[config.mk]
export PLATFORM = sky130hd
export DESIGN_NAME = dmem_arbiter_flat
export DESIGN_NICKNAME = d
export VERILOG_FILES = /design/src/rtl/dmem_arbiter_if.sv /design/src/rtl/dmem_arbiter.sv /design/src/flat_wrapper.sv
export SDC_FILE = /design/constraint.sdc
export NUM_CORES = 1
export LEC_CHECK = 0
export CAP_MARGIN = 10
export CELL_PAD_IN_SITES_DETAIL_PLACEMENT = 1
export CELL_PAD_IN_SITES_GLOBAL_PLACEMENT = 1
export CORE_AREA = 2 2 240 242
export DETAILED_ROUTE_END_ITERATION = 6
export DIE_AREA = 0 0 242 244
export PLACE_DENSITY = 0.61
export SYNTH_ARGS = -nofsm -noshare
export SYNTH_HDL_FRONTEND = slang
export SYNTH_SLANG_ARGS = --single-unit
[constraint.sdc]
create_clock -name clk -period 3.4 [get_ports clk]
set_input_delay 0.68 -clock clk [delete_from_list [all_inputs] [get_ports clk]]
set_output_delay 0.68 -clock clk [all_outputs]
set_load 0.02 [all_outputs]
[src/rtl/dmem_arbiter_if.sv]
// Request/response bundle for the two data-memory requesters of dmem_arbiter.
// The requester side uses the master modport and the arbiter uses the slave modport.
interface dmem_arbiter_if;
  logic        req0_valid;
  logic        req0_ready;
  logic        req0_we;
  logic [63:0] req0_addr;
  logic [63:0] req0_wdata;
  logic        rsp0_valid;
  logic        rsp0_err;
  logic [63:0] rsp0_rdata;

  logic        req1_valid;
  logic        req1_ready;
  logic        req1_we;
  logic [63:0] req1_addr;
  logic [63:0] req1_wdata;
  logic        rsp1_valid;
  logic        rsp1_err;
  logic [63:0] rsp1_rdata;

  modport master (
    output req0_valid, req0_we, req0_addr, req0_wdata,
    output req1_valid, req1_we, req1_addr, req1_wdata,
    input  req0_ready, rsp0_valid, rsp0_err, rsp0_rdata,
    input  req1_ready, rsp1_valid, rsp1_err, rsp1_rdata
  );

  modport slave (
    input  req0_valid, req0_we, req0_addr, req0_wdata,
    input  req1_valid, req1_we, req1_addr, req1_wdata,
    output req0_ready, rsp0_valid, rsp0_err, rsp0_rdata,
    output req1_ready, rsp1_valid, rsp1_err, rsp1_rdata
  );
endinterface

[src/rtl/dmem_arbiter.sv]
// Round-robin arbiter and IDLE/ACCESS/RESP sequencer in front of the 64-bit data memory.
// One response per accepted request; misaligned or out-of-range requests skip ACCESS.
module dmem_arbiter #(
  parameter int unsigned DEPTH = 256,
  parameter int unsigned CNT_W = 16
) (
  input  logic              clk,
  input  logic              reset_n,
  dmem_arbiter_if.slave     bus,
  output logic [63:0]       Mem_Addr,
  output logic [63:0]       Write_Data,
  output logic              MemWrite,
  output logic              MemRead,
  input  logic [63:0]       Read_Data,
  output logic [CNT_W-1:0]  grant_cnt0,
  output logic [CNT_W-1:0]  grant_cnt1
);

  typedef enum logic [1:0] {IDLE, ACCESS, RESP} state_e;

  localparam logic [63:0] MAX_ADDR = 64'(DEPTH - 8);

  state_e            state_q, state_d;
  logic              last_grant_q, last_grant_d;
  logic              port_q, port_d;
  logic              we_q, we_d;
  logic              err_q, err_d;
  logic [63:0]       mem_addr_q, mem_addr_d;
  logic [63:0]       wdata_q, wdata_d;
  logic [63:0]       rdata_q, rdata_d;
  logic [CNT_W-1:0]  cnt0_q, cnt0_d;
  logic [CNT_W-1:0]  cnt1_q, cnt1_d;

  logic              grant0, grant1, grant_any;
  logic              gnt_we, gnt_err;
  logic [63:0]       gnt_addr, gnt_wdata;

  always_comb begin : arbitrate
    grant0 = 1'b0;
    grant1 = 1'b0;
    if (state_q == IDLE) begin
      if (bus.req0_valid && bus.req1_valid) begin
        // contention goes to the port that did not win last time
        grant0 = last_grant_q;
        grant1 = !last_grant_q;
      end else begin
        grant0 = bus.req0_valid;
        grant1 = bus.req1_valid;
      end
    end
    grant_any = grant0 | grant1;
    gnt_we    = grant1 ? bus.req1_we    : bus.req0_we;
    gnt_addr  = grant1 ? bus.req1_addr  : bus.req0_addr;
    gnt_wdata = grant1 ? bus.req1_wdata : bus.req0_wdata;
    gnt_err   = (gnt_addr[2:0] != 3'b000) || (gnt_addr > MAX_ADDR);
  end

  always_ff @(posedge clk or negedge reset_n) begin : state_reg
    if (!reset_n) state_q <= IDLE;
    else          state_q <= state_d;
  end

  always_comb begin : next_state
    state_d = state_q;
    unique case (state_q)
      IDLE:    if (grant_any) state_d = gnt_err ? RESP : ACCESS;
      ACCESS:  state_d = RESP;
      RESP:    state_d = IDLE;
      default: state_d = IDLE;
    endcase
  end

  always_comb begin : datapath_next
    last_grant_d = last_grant_q;
    port_d       = port_q;
    we_d         = we_q;
    err_d        = err_q;
    mem_addr_d   = mem_addr_q;
    wdata_d      = wdata_q;
    rdata_d      = rdata_q;
    cnt0_d       = cnt0_q;
    cnt1_d       = cnt1_q;
    if (grant_any) begin
      last_grant_d = grant1;
      port_d       = grant1;
      we_d         = gnt_we;
      err_d        = gnt_err;
      rdata_d      = '0;
      // the memory bus only moves for requests that will actually access memory
      if (!gnt_err) begin
        mem_addr_d = gnt_addr;
        wdata_d    = gnt_wdata;
      end
    end
    if (grant0 && (cnt0_q != '1)) cnt0_d = cnt0_q + 1'b1;
    if (grant1 && (cnt1_q != '1)) cnt1_d = cnt1_q + 1'b1;
    if (state_q == ACCESS) rdata_d = we_q ? '0 : Read_Data;
  end

  always_ff @(posedge clk or negedge reset_n) begin : datapath_reg
    if (!reset_n) begin
      last_grant_q <= 1'b1;
      port_q       <= 1'b0;
      we_q         <= 1'b0;
      err_q        <= 1'b0;
      mem_addr_q   <= '0;
      wdata_q      <= '0;
      rdata_q      <= '0;
      cnt0_q       <= '0;
      cnt1_q       <= '0;
    end else begin
      last_grant_q <= last_grant_d;
      port_q       <= port_d;
      we_q         <= we_d;
      err_q        <= err_d;
      mem_addr_q   <= mem_addr_d;
      wdata_q      <= wdata_d;
      rdata_q      <= rdata_d;
      cnt0_q       <= cnt0_d;
      cnt1_q       <= cnt1_d;
    end
  end

  always_comb begin : outputs
    bus.req0_ready = grant0;
    bus.req1_ready = grant1;
    MemRead        = (state_q == ACCESS) && !we_q;
    MemWrite       = (state_q == ACCESS) &&  we_q;
    Mem_Addr       = mem_addr_q;
    Write_Data     = wdata_q;
    bus.rsp0_valid = (state_q == RESP) && !port_q;
    bus.rsp1_valid = (state_q == RESP) &&  port_q;
    bus.rsp0_err   = bus.rsp0_valid && err_q;
    bus.rsp1_err   = bus.rsp1_valid && err_q;
    bus.rsp0_rdata = bus.rsp0_valid ? rdata_q : '0;
    bus.rsp1_rdata = bus.rsp1_valid ? rdata_q : '0;
    grant_cnt0     = cnt0_q;
    grant_cnt1     = cnt1_q;
  end

endmodule

[src/flat_wrapper.sv]
// flat-port wrapper written by rule: the top's interface ports become plain ports
module dmem_arbiter_flat 
#(
  parameter int unsigned DEPTH = 256,
  parameter int unsigned CNT_W = 16
)
  (clk, reset_n, Mem_Addr, Write_Data, MemWrite, MemRead, Read_Data, grant_cnt0, grant_cnt1, bus_req0_valid, bus_req0_we, bus_req0_addr, bus_req0_wdata, bus_req1_valid, bus_req1_we, bus_req1_addr, bus_req1_wdata, bus_req0_ready, bus_rsp0_valid, bus_rsp0_err, bus_rsp0_rdata, bus_req1_ready, bus_rsp1_valid, bus_rsp1_err, bus_rsp1_rdata);
  dmem_arbiter_if bus_i ();
  input  logic clk;
  input  logic reset_n;
  output logic [63:0] Mem_Addr;
  output logic [63:0] Write_Data;
  output logic MemWrite;
  output logic MemRead;
  input  logic [63:0] Read_Data;
  output logic [CNT_W-1:0] grant_cnt0;
  output logic [CNT_W-1:0] grant_cnt1;
  input wire logic [$bits(bus_i.req0_valid)-1:0] bus_req0_valid;
  input wire logic [$bits(bus_i.req0_we)-1:0] bus_req0_we;
  input wire logic [$bits(bus_i.req0_addr)-1:0] bus_req0_addr;
  input wire logic [$bits(bus_i.req0_wdata)-1:0] bus_req0_wdata;
  input wire logic [$bits(bus_i.req1_valid)-1:0] bus_req1_valid;
  input wire logic [$bits(bus_i.req1_we)-1:0] bus_req1_we;
  input wire logic [$bits(bus_i.req1_addr)-1:0] bus_req1_addr;
  input wire logic [$bits(bus_i.req1_wdata)-1:0] bus_req1_wdata;
  output wire logic [$bits(bus_i.req0_ready)-1:0] bus_req0_ready;
  output wire logic [$bits(bus_i.rsp0_valid)-1:0] bus_rsp0_valid;
  output wire logic [$bits(bus_i.rsp0_err)-1:0] bus_rsp0_err;
  output wire logic [$bits(bus_i.rsp0_rdata)-1:0] bus_rsp0_rdata;
  output wire logic [$bits(bus_i.req1_ready)-1:0] bus_req1_ready;
  output wire logic [$bits(bus_i.rsp1_valid)-1:0] bus_rsp1_valid;
  output wire logic [$bits(bus_i.rsp1_err)-1:0] bus_rsp1_err;
  output wire logic [$bits(bus_i.rsp1_rdata)-1:0] bus_rsp1_rdata;
  assign bus_i.req0_valid = bus_req0_valid;
  assign bus_i.req0_we = bus_req0_we;
  assign bus_i.req0_addr = bus_req0_addr;
  assign bus_i.req0_wdata = bus_req0_wdata;
  assign bus_i.req1_valid = bus_req1_valid;
  assign bus_i.req1_we = bus_req1_we;
  assign bus_i.req1_addr = bus_req1_addr;
  assign bus_i.req1_wdata = bus_req1_wdata;
  assign bus_req0_ready = bus_i.req0_ready;
  assign bus_rsp0_valid = bus_i.rsp0_valid;
  assign bus_rsp0_err = bus_i.rsp0_err;
  assign bus_rsp0_rdata = bus_i.rsp0_rdata;
  assign bus_req1_ready = bus_i.req1_ready;
  assign bus_rsp1_valid = bus_i.rsp1_valid;
  assign bus_rsp1_err = bus_i.rsp1_err;
  assign bus_rsp1_rdata = bus_i.rsp1_rdata;
  dmem_arbiter #(.DEPTH(DEPTH), .CNT_W(CNT_W)) u_core (.clk(clk), .reset_n(reset_n), .bus(bus_i), .Mem_Addr(Mem_Addr), .Write_Data(Write_Data), .MemWrite(MemWrite), .MemRead(MemRead), .Read_Data(Read_Data), .grant_cnt0(grant_cnt0), .grant_cnt1(grant_cnt1));
endmodule
## Yosys cells after proc, flatten, opt, wreduce, memory -nomap -nowiden

Index checks and enable logic that the tools add are counted.

- Reduce and logical (&&, ||, !) cells: 17
- Bitwise operators: 2
- Muxes and demuxes: 15
- Eq/ne operators: 5
- Order comparisons: 1
- Add/subtract/negate cells: 2

Operators with widths:

| cell | number |
|---|---|
| $mux W64 | 7 |
| $gt A64 B8 Y1 const B | 1 |
| $add A16 B1 Y16 const B | 2 |
| $ne A16 B16 Y1 const B | 2 |
| $logic_and A1 B1 Y1 | 9 |
| $mux W1 | 5 |
| $mux W2 | 2 |
| $pmux W2 S2 | 1 |
| $logic_not A1 Y1 | 3 |
| $reduce_bool A3 Y1 | 1 |
| $eq A2 B1 Y1 const B | 1 |
| $eq A2 B2 Y1 const B | 1 |
| $logic_not A2 Y1 | 1 |
| $ne A2 B1 Y1 const B | 1 |
| $reduce_and A2 Y1 | 1 |
| $reduce_bool A2 Y1 | 1 |
| $logic_or A1 B1 Y1 | 1 |
| $not A1 Y1 | 1 |
| $or A1 B1 Y1 | 1 |

- Register bits: 230

## Depth between registers and ports, before layout

Gate-level depths: netlist of the first run.

- Word-level depth: 9
- Mapped depth: 9
- Depth with buffers taken out: 7

## Worst setup path before layout of the first run

No wires, ideal clock.

- Kind: in2reg
- From: in bus_req0_addr[39]
- To: reg u_core.wdata_q[10] (netlist: u_core.Write_Data[10])
- Arrival time: 1.992 ns
- Path buffers: 2
- Slack: 1.285 ns
- Setup time: 0.124 ns
- Stages: 8
- Data required time: 3.276 ns
- Cell sequence: nor4_1 nand4_1 nor4_2 nand2_1 buf_2 buf_2 o22ai_1 a21oi_2

- Longest elaborated chain between the ends: 5

RTL lines:

| what | line | RTL |
|---|---|---|
| start, declared | flat_wrapper.sv:20 | `input wire logic [$bits(bus_i.req0_addr)-1:0] bus_req0_addr;` |
| $mux W64 | dmem_arbiter.sv:53 | `gnt_addr = grant1 ? bus.req1_addr : bus.req0_addr;` |
| $gt A64 B8 Y1 | dmem_arbiter.sv:55 | `gnt_err = (gnt_addr[2:0] != 3'b000) \|\| (gnt_addr > MAX_ADDR);` |
| $logic_or A1 B1 Y1 | dmem_arbiter.sv:55 |  |
| $not A1 Y1 (no line) | - |  |
| $reduce_and A2 Y1 (no line) | - |  |
| end signal, assigned | dmem_arbiter.sv:117 | `wdata_q <= wdata_d;` |
| end, declared | dmem_arbiter.sv:29 | `logic [63:0] wdata_q, wdata_d;` |

Every way passes these cells.
A chain may end at the register's enable or synchronous reset.

## Worst setup path after layout of the first run

- From: reg u_core.state_q[0]
- To: out bus_rsp0_rdata[23]

- Longest elaborated chain between the ends: 3

RTL lines:

| what | line | RTL |
|---|---|---|
| start, declared | dmem_arbiter.sv:23 | `state_e state_q, state_d;` |
| start signal, assigned | dmem_arbiter.sv:60 | `else state_q <= state_d;` |
| $eq A2 B2 Y1 | dmem_arbiter.sv:131 | `bus.rsp0_valid = (state_q == RESP) && !port_q;` |
| $logic_and A1 B1 Y1 | dmem_arbiter.sv:131 |  |
| $mux W64 | dmem_arbiter.sv:135 | `bus.rsp0_rdata = bus.rsp0_valid ? rdata_q : '0;` |
| end, declared | flat_wrapper.sv:29 | `output wire logic [$bits(bus_i.rsp0_rdata)-1:0] bus_rsp0_rdata;` |

Every way passes these cells.

==> results.md, run 1 <==
Clock tree:
- The clock sink total is 230.
- Gates resized during post-CTS repair numbered 0.
- The maximum buffer depth of the clock tree is 3.
- At the later pin of the worst-skew pair, clock insertion delay measures 0.56 ns.
- The number of clock buffers inserted by TritonCTS is 28.
- In this run, post-CTS hold repair placed 0 buffers.
- TritonCTS built the clock tree.
- The number of setup buffers added after CTS is 0.
- Clock tree synthesis selected as its root buffer the cell sky130_fd_sc_hd__clkbuf_16.
- The clock-pin slew of the registers on the worst-case setup and hold paths is 0.06 ns.
- In this run the number of H-tree levels came out at 1.

Logic synthesis:
- The fraction of the mapped netlist area in adder cells is 0.247%.
- The synthesized netlist devotes 2.51% of its cell area to XOR and XNOR gates.
- Of the total synthesized cell area, the portion taken by AND, OR, NAND and NOR gates is 17.9%.
- The mux cell area share after synthesis is 0.333%.
- Summing the areas of all compound-gate instances in the mapped netlist gives 16.4% of the synthesized area.
- Counting distinct cell types in the post-synthesis netlist gives 39.
- After synthesis the netlist holds a flip-flop and latch count of 230.
- The main combinational cell family by area after synthesis is simple AND/OR/NAND/NOR gates.
- The number of synthesized flops with an enable pin is 0.
- The area of the mapped netlist is 0.0101 mm2.
- The average cell area after synthesis is 11.1 um2.
- After synthesis, flip-flops and latches occupy 56.8% of the total area.
- The gate count after technology mapping is 915.
- For this run, the number of Yosys warnings is 0.
- In the synthesized netlist the dominant register cell turns out to be sky130_fd_sc_hd__dfrtp_1.
- The proportion of synthesized flip-flops having asynchronous set or reset is 100%.
- The number of nets in the synthesized netlist is 1243.

STA:
- The max-slew violation count came to 0.
- After routing, the total negative slack on setup checks comes to 0 ns.
- The worst slew margin relative to its limit is 47.1%.
- On the final layout, the worst clock skew is 0.0194 ns.
- The part of the cycle the worst path needs is 89.8%.
- The highest clock rate is 327 MHz.
- The post-route minimum period is 3.05 ns.
- Setup repair after global routing left no endpoint under its margin.
- Setup violations remaining at the end of the flow were counted as 0.
- The count of endpoints failing hold in the final timing report is 0.
- The worst-margin pin slew is 0.793 ns.

Floorplan:
- The overall die width is 242 um.
- The die outline area is 0.0590 mm2.
- Row generation in the floorplan step produced 87 rows.
- The core region is 0.0562 mm2.
- The starting density of the core is 18.0%.
- 622 I/O pins were placed.
- In this run the vertical extent of the chip is 244 um.

Global routing:
- The global-route wire length before repair is 65800 um.
- The pin count of the biggest net entering global routing is 85.
- The number of global-route vias before repair is 10269.
- Across every metal layer, demand over resource in global routing totals 14.3%.
- The total overflow left after global routing is 0.
- The initial antenna violation count is 1.

Worst setup path:
- The startpoint type of the worst setup path is a register.
- The library cell contributing the largest single delay on the critical path is sky130_fd_sc_hd__clkdlybuf4s50_1.
- At the worst endpoint, the arrival time is 2.37 ns.
- The destination of the worst register-to-register timing path is u_core.Write_Data[25].
- The worst stage delay on the critical path is 0.64 ns.
- The number of buffer and inverter instances along the worst setup path is 2.
- The setup slack of the most critical reg-to-reg path is 1.25 ns.
- The startpoint of the most critical register-to-register path is u_core.state_q[0].
- The signal on the critical path passes through nor3b_2 -> buf_12 -> and2_1 -> clkdlybuf4s50_1.
- For the worst setup path, the data required time is 2.72 ns.
- The endpoint type of the worst setup path is an output pin.
- The length in cells of the worst reg-to-reg path is 8.
- Of all nets on the critical path, the largest fanout is 66.
- In this design, the largest share of critical-path delay is due to buffers and inverters.
- The worst setup path is of the register to output pin kind.

Placed design:
- Summing all placed instances gives a cell area of 0.0173 mm2.
- After legalization and detailed placement, the total HPWL measured 33400 um.
- The final weighted congestion in routability-driven placement is 0.891.
- The count of buffers added on input and output ports is 621.

Power:
- The switching power of the nets is 1.76 mW.
- The maximum vdd drop is 408 uV.
- Combinational cells account for 14.2% of the total power.
- The share of total power dissipated in sequential elements is 40.7%.
- Summed over all cells, the static leakage comes to 8.06 nW.
- The internal power summed over all cells is 5.38 mW.
- The power density over the cells is 390 mW/mm2.
- The clock network burns 45.1% of the power.
- The switching part of the total is 24.6%.

Detailed routing:
- After the first detailed-routing iteration, the DRC count stood at 274.
- The post-detailed-routing wire length is 44000 um.
- The via-per-instance ratio is 4.12.
- The total number of vias is 9490.
- The DRC violation count after routing is 0.
- The routed wire length per instance is 19.1 um.
- The detail route stage leaves a number of antenna-violating nets equal to 0.
- For this run, the detailed router's first-pass iteration total came to 4.

Layout:
- The synthesis-to-layout area growth is 80.7%.
- The core utilization of the finished layout is 32.6%.
- Of the cells placed in the final design, the portion with a size suffix greater than 1 is 10.0%.
- The final design instance area without fill is 0.0183 mm2.
- The number of nets in the finished design is 1850.
- Leaving out fill and tap cells, the most frequent cells in the layout are sky130_fd_sc_hd__clkdlybuf4s50_1 (620), sky130_fd_sc_hd__dfrtp_1 (229), sky130_fd_sc_hd__and2_1 (133).
- The most frequent standard cell in the layout excluding fill and tap cells is sky130_fd_sc_hd__clkdlybuf4s50_1.

Hold path:
- The kind of path behind the tightest hold check is input port to asynchronous set/reset pin.

Run:
- The count of max-cap constraint violations is 0.

Status:
- The run finished with clean final reports.
-- synthesized netlist by cell type (2+ instances only) --
cell type                  instances  area share, %
sky130_fd_sc_hd__a21oi_2          70            6.1
sky130_fd_sc_hd__a22o_1           64            5.5
sky130_fd_sc_hd__and2_1          134            8.3
sky130_fd_sc_hd__and3_1           67            4.1
sky130_fd_sc_hd__buf_1             8           0.30
sky130_fd_sc_hd__buf_2            10           0.49
sky130_fd_sc_hd__buf_6             7           0.78
sky130_fd_sc_hd__clkbuf_1         40            1.5
sky130_fd_sc_hd__dfrtp_1         229             57
sky130_fd_sc_hd__ha_1              2           0.25
sky130_fd_sc_hd__inv_1            71            2.6
sky130_fd_sc_hd__mux2_2            3           0.33
sky130_fd_sc_hd__nand2_1          20           0.74
sky130_fd_sc_hd__nand3_1          14           0.69
sky130_fd_sc_hd__nand4_1          18            1.1
sky130_fd_sc_hd__nor2_1            9           0.33
sky130_fd_sc_hd__nor2b_1           2           0.12
sky130_fd_sc_hd__nor3_1            3           0.15
sky130_fd_sc_hd__nor4_1           28            1.7
sky130_fd_sc_hd__o21a_1            2           0.15
sky130_fd_sc_hd__o22ai_1          69            4.3
sky130_fd_sc_hd__xnor2_1          25            2.2
sky130_fd_sc_hd__xor2_1            4           0.35
-- final cells by class --
cell class / instances / area (um2)
Tap cell: 756 / 946
Sequential cell: 230 / 5760
Fill cell: 6270 / 37900
Clock buffer: 42 / 845
Multi-Input combinational cell: 547 / 3830
Inverter: 72 / 270
Clock inverter: 10 / 154
Timing Repair Buffer: 643 / 6510
Antenna cell: 1 / 2.50
-- power by group through the flow --
stage | Clock [mW] | Combinational [mW] | Sequential [mW]
floorplan | 0 | 0.229 | 3.00
global placement | 0 | 1.02 | 2.95
detailed placement | 0 | 1.03 | 2.95
CTS | 3.34 | 1.03 | 2.90
global route | 3.46 | 1.09 | 2.91
finish | 3.22 | 1.02 | 2.90
-- flip-flops by register name, summed over array words and instances, names as in the netlist, 2 cells and up --
register,flops
u_core.Mem_Addr,64
u_core.Write_Data,64
u_core.grant_cnt0,16
u_core.grant_cnt1,16
u_core.rdata_q,64
u_core.state_q,2
-- worst reg2reg max path: stages, from the launching register on --
cell                      delay, ns
sky130_fd_sc_hd__dfrtp_1       0.42
sky130_fd_sc_hd__nor2_1        0.24
sky130_fd_sc_hd__nand3_1       0.13
sky130_fd_sc_hd__buf_4         0.19
sky130_fd_sc_hd__nor2_1        0.21
sky130_fd_sc_hd__nand2_4       0.19
sky130_fd_sc_hd__buf_12        0.23
sky130_fd_sc_hd__o22ai_1       0.36
sky130_fd_sc_hd__a21oi_2       0.05
-- metal layers --
metal | vias up | share of wire, % | track usage, % | wire length, um
met5 | - | 0 | 0 | 0
met4 | 0 | 2.2 | 3.85 | 956
met3 | 55 | 6.0 | 3.07 | 2640
met2 | 346 | 51 | 25.8 | 22600
met1 | 4673 | 41 | 17.0 | 17800
li1 | 4416 | - | - | -
-- stage by stage --
stage	instances	worst slack (ns)	hold slack (ns)	total power [mW]
after floorplan	915	1.28	0.384	3.23
after global placement	2248	0.0548	0.453	3.96
after detailed placement	2248	0.0670	0.462	3.98
after CTS	2300	0.279	0.142	7.28
after global routing	2300	0.195	0.154	7.47
final	2301	0.346	0.128	7.14
-- worst max-delay path by stage --
| stage | start | end | slack (ns) | cells after the start |
|---|---|---|---|---|
| after global routing | u_core.state_q[0] | bus_rsp0_rdata[14] | 0.20 | 4 |
| after floorplan | bus_req0_addr[39] | u_core.Write_Data[10] | 1.28 | 8 |
| after detailed placement | bus_req0_addr[49] | u_core.Write_Data[61] | 0.07 | 8 |
| after global placement | bus_req0_addr[49] | u_core.Write_Data[61] | 0.05 | 8 |
| after CTS | u_core.state_q[0] | bus_rsp0_rdata[23] | 0.28 | 4 |
| final | u_core.state_q[0] | bus_rsp0_rdata[23] | 0.35 | 4 |
-- cell families (layout without fill, tap and decap cells) --
group / Yosys count / after routing
buffers and inverters: 138 / 767
and+or+nand+nor: 303 / 303
other: 0 / 1
muxes: 3 / 3
xor gates and xnor gates: 29 / 29
AOI/OAI and AO/OA: 210 / 210
adders and majority gates: 2 / 2
DFF: 230 / 230
Power figures use the tool's default switching activity.
==> run 2, diff against run 1 <==
--- a/config.mk
+++ b/config.mk
@@ -11,7 +11,7 @@
 export CORE_AREA = 2 2 240 242
 export DETAILED_ROUTE_END_ITERATION = 6
 export DIE_AREA = 0 0 242 244
-export PLACE_DENSITY = 0.61
+export PLACE_DENSITY = 0.62
 export SYNTH_ARGS = -nofsm -noshare
 export SYNTH_HDL_FRONTEND = slang
 export SYNTH_SLANG_ARGS = --single-unit
==> results.md, run 2 (synthesized netlist as in run 1, its figures left out) <==
Status:
- The run finished with clean final reports.

Global routing:
- The residual overflow from global routing is 0 (unchanged).
- The pin count of the biggest net entering global routing came to 83 (-2.4%).
- The total global routing track utilization is 14.6% (+0.35 points).
- The global-route wire length before repair was 67200 um (+2.1%).
- The number of global-route vias before repair is 10302 (+0.32%).
- The initial antenna violation count is 0 (-1).

Run:
- The count of max-cap constraint violations was 0 (unchanged).

Worst setup path:
- The origin of the worst setup path is u_core.state_q[0].
- The startpoint identified for the worst register-to-register timing path is u_core.state_q[0].
- The critical-path maximum fanout is 66 (unchanged).
- The data required time of the critical path was 2.72 ns (about the same).
- The data arrival time of the worst path is 2.43 ns (+0.06 ns).
- The worst setup path is of the register to output pin kind.
- The worst setup path is captured at an output pin.
- STA classifies the critical path startpoint as a register.

Floorplan:
- The overall die width was 242 um (unchanged).
- The chip height is 244 um (unchanged).
- The die outline area is 0.0590 mm2 (unchanged).
- The total I/O pin count is 622 (unchanged).
- The starting density of the core came to 18.0% (unchanged).
- The placeable core area came to 0.0562 mm2 (unchanged).
- The number of placement rows was 87 (unchanged).

STA:
- The highest clock rate is 322 MHz (-1.8%).
- The part of the cycle the worst path needs is 91.4% (+1.6 points).
- The post-route minimum period was 3.11 ns (+0.0545 ns).
- The worst-margin pin slew is 0.794 ns (+0.000974 ns).
- The max-slew violation count came to 0 (unchanged).
- The slack of the critical path was 0.292 ns (-0.0545 ns).
- The final worst clock skew is 0.00904 ns (-0.0104 ns).
- The count of endpoints failing hold in the final timing report is 0 (unchanged).
- The hold slack was 0.141 ns (+0.0122 ns).
- The final number of setup-violating endpoints is 0 (unchanged).
- The worst slew margin relative to its limit is 47.1% (-0.065 points).
- Setup repair after global routing left no endpoint under its margin.

Layout:
- The core utilization of the finished layout is 32.7% (+0.096 points).
- The number of nets in the finished design is 1854 (+0.22%).
- In the layout the commonest cells are sky130_fd_sc_hd__clkdlybuf4s50_1 (620), sky130_fd_sc_hd__dfrtp_1 (229), sky130_fd_sc_hd__and2_1 (133).
- The layout filler cell count is 6298 (+0.45%).
- The total inserted antenna cells is 0 (-1).
- Leaving out fill and tap cells, the most frequent cell in the layout is sky130_fd_sc_hd__clkdlybuf4s50_1.
- The ratio of cells with drive above 1 in the final layout came to 10.5% (+0.42 points).
- The synthesis-to-layout area growth is 81.3%.
- The count of placed standard cells in the final layout, fillers left out was 2305 (+0.17%).

Hold path:
- The worst hold path belongs to the class input port to asynchronous set/reset pin.

Power:
- The switching power of the nets is 1.80 mW (+2.3%).
- The internal power summed over all cells is 5.54 mW (+2.9%).
- The leakage power total is 8.08 nW (+0.25%).
- The switching part of the total is 24.5% (-0.11 points).
- The maximum vdd drop was 337 uV (-17%).
- The combinational fraction of design power came to 13.8% (-0.4 points).
- The power density over the cells is 400 mW/mm2 (+2.5%).
- The part of the power in the clock network is 46.7% (+1.6 points).
- The relative contribution of sequential cells to total power is 39.5% (-1.2 points).

Clock tree:
- In this run the clock root is driven by a sky130_fd_sc_hd__clkbuf_16.
- The clock-pin slew of the registers on the worst-case setup and hold paths was 0.06 ns (about the same).
- The clock tree from TritonCTS is done.
- The clock sink total is 230 (unchanged).
- The post-cts resize count is 0 (unchanged).
- The number of setup buffers added after CTS is 0 (unchanged).
- The level count of the clock H-tree is 1 (unchanged).
- The maximum buffer depth of the clock tree was 3 (unchanged).
- The hold buffer count at CTS is 0 (unchanged).
- The later-pin clock latency in the skew report is 0.56 ns (about the same).
- The number of clock buffers inserted by TritonCTS came to 29 (+3.6%).

Placed design:
- The final weighted congestion in routability-driven placement is 0.842 (-5.5%).
- The post-DP HPWL came to 34000 um (+1.9%).
- The worst setup slack before clock tree synthesis was -0.0367 ns (-0.104 ns).
- The number of port buffers was 621 (unchanged).
- The number of instances in the placed design is 2251 (+0.13%).

Detailed routing:
- The violation count after the first detailed-routing iteration is 300 (+9.5%).
- The DRC violation count after routing is 0 (unchanged).
- The total number of vias came to 9562 (+0.76%).
- The first-pass detailed-route iteration total is 4 (unchanged).
- The post-detailed-routing wire length came to 45100 um (+2.5%).
- The via-per-instance ratio is 4.15 (+0.58%).
- The count of antenna-violating nets left after detailed routing came to 0 (unchanged).
- The routed wire length per instance is 19.6 um (+2.3%).
==> run 2: cell count changes in the layout (fill, tap and decap cells not counted) <==
cell,delta
sky130_fd_sc_hd__bufinv_16,+2
sky130_fd_sc_hd__buf_4,+6
sky130_fd_sc_hd__diode_2,-1
sky130_fd_sc_hd__clkinv_2,-1
sky130_fd_sc_hd__clkinv_4,+1
sky130_fd_sc_hd__clkbuf_1,-2
sky130_fd_sc_hd__buf_12,-3
sky130_fd_sc_hd__clkinvlp_4,+2
==> run 2: metal layers <==
| layer | global-route usage [%] | vias up | part of all wire [%] |
|---|---|---|---|
| met2 | 26.5 | 332 | 52 |
| met5 | 0 | - | 0 |
| met4 | 3.58 | 0 | 2.2 |
| met1 | 17.2 | 4752 | 40 |
| li1 | - | 4427 | - |
| met3 | 3.71 | 51 | 6.3 |
==> run 2: worst paths after layout <==
path                                    endpoint  slack [ns]  depth (start not counted)
hold / removal               u_core.Mem_Addr[51]        0.14                          1
min in group clk             u_core.last_grant_q        0.48                          2
hold reg to reg              u_core.last_grant_q        0.48                          2
setup reg to reg           u_core.Write_Data[13]        1.10                          8
max in group asynchronous    u_core.Mem_Addr[50]        2.43                          2
setup / recovery              bus_rsp1_rdata[41]        0.29                          4
==> run 2: worst max-delay path, cell delays in order, from the launching register on <==
cell	delay, ns
sky130_fd_sc_hd__dfrtp_1	0.41
sky130_fd_sc_hd__and3b_2	0.27
sky130_fd_sc_hd__buf_12	0.23
sky130_fd_sc_hd__and2_1	0.26
sky130_fd_sc_hd__clkdlybuf4s50_1	0.63
==> run 2: layout make-up <==
cell class	count	area (um2)	share of cell area [%]
Sequential cell	230	5760	31.3
Clock inverter	14	233	1.27
Tap cell	756	946	5.15
Multi-Input combinational cell	547	3830	20.8
Timing Repair Buffer	646	6500	35.4
Clock buffer	40	837	4.56
Inverter	72	270	1.47
==> run 2: through the flow <==
stage	cell area [um2]	setup TNS (ns)	power, mW
6_report	18400	0	7.34
5_1_grt	18400	0	7.66
4_1_cts	18400	0	7.48
3_5_place_dp	17300	-0.0863	3.98
3_3_place_gp	17300	0	3.96
2_1_floorplan	10100	0	3.23
==> run 2: power groups by stage <==
stage	registers, mW	clock network, mW	logic, mW
after floorplan	3.00	0	0.229
after global placement	2.94	0	1.02
after detailed placement	2.95	0	1.03
after CTS	2.90	3.54	1.03
after global routing	2.91	3.65	1.09
final	2.90	3.43	1.01
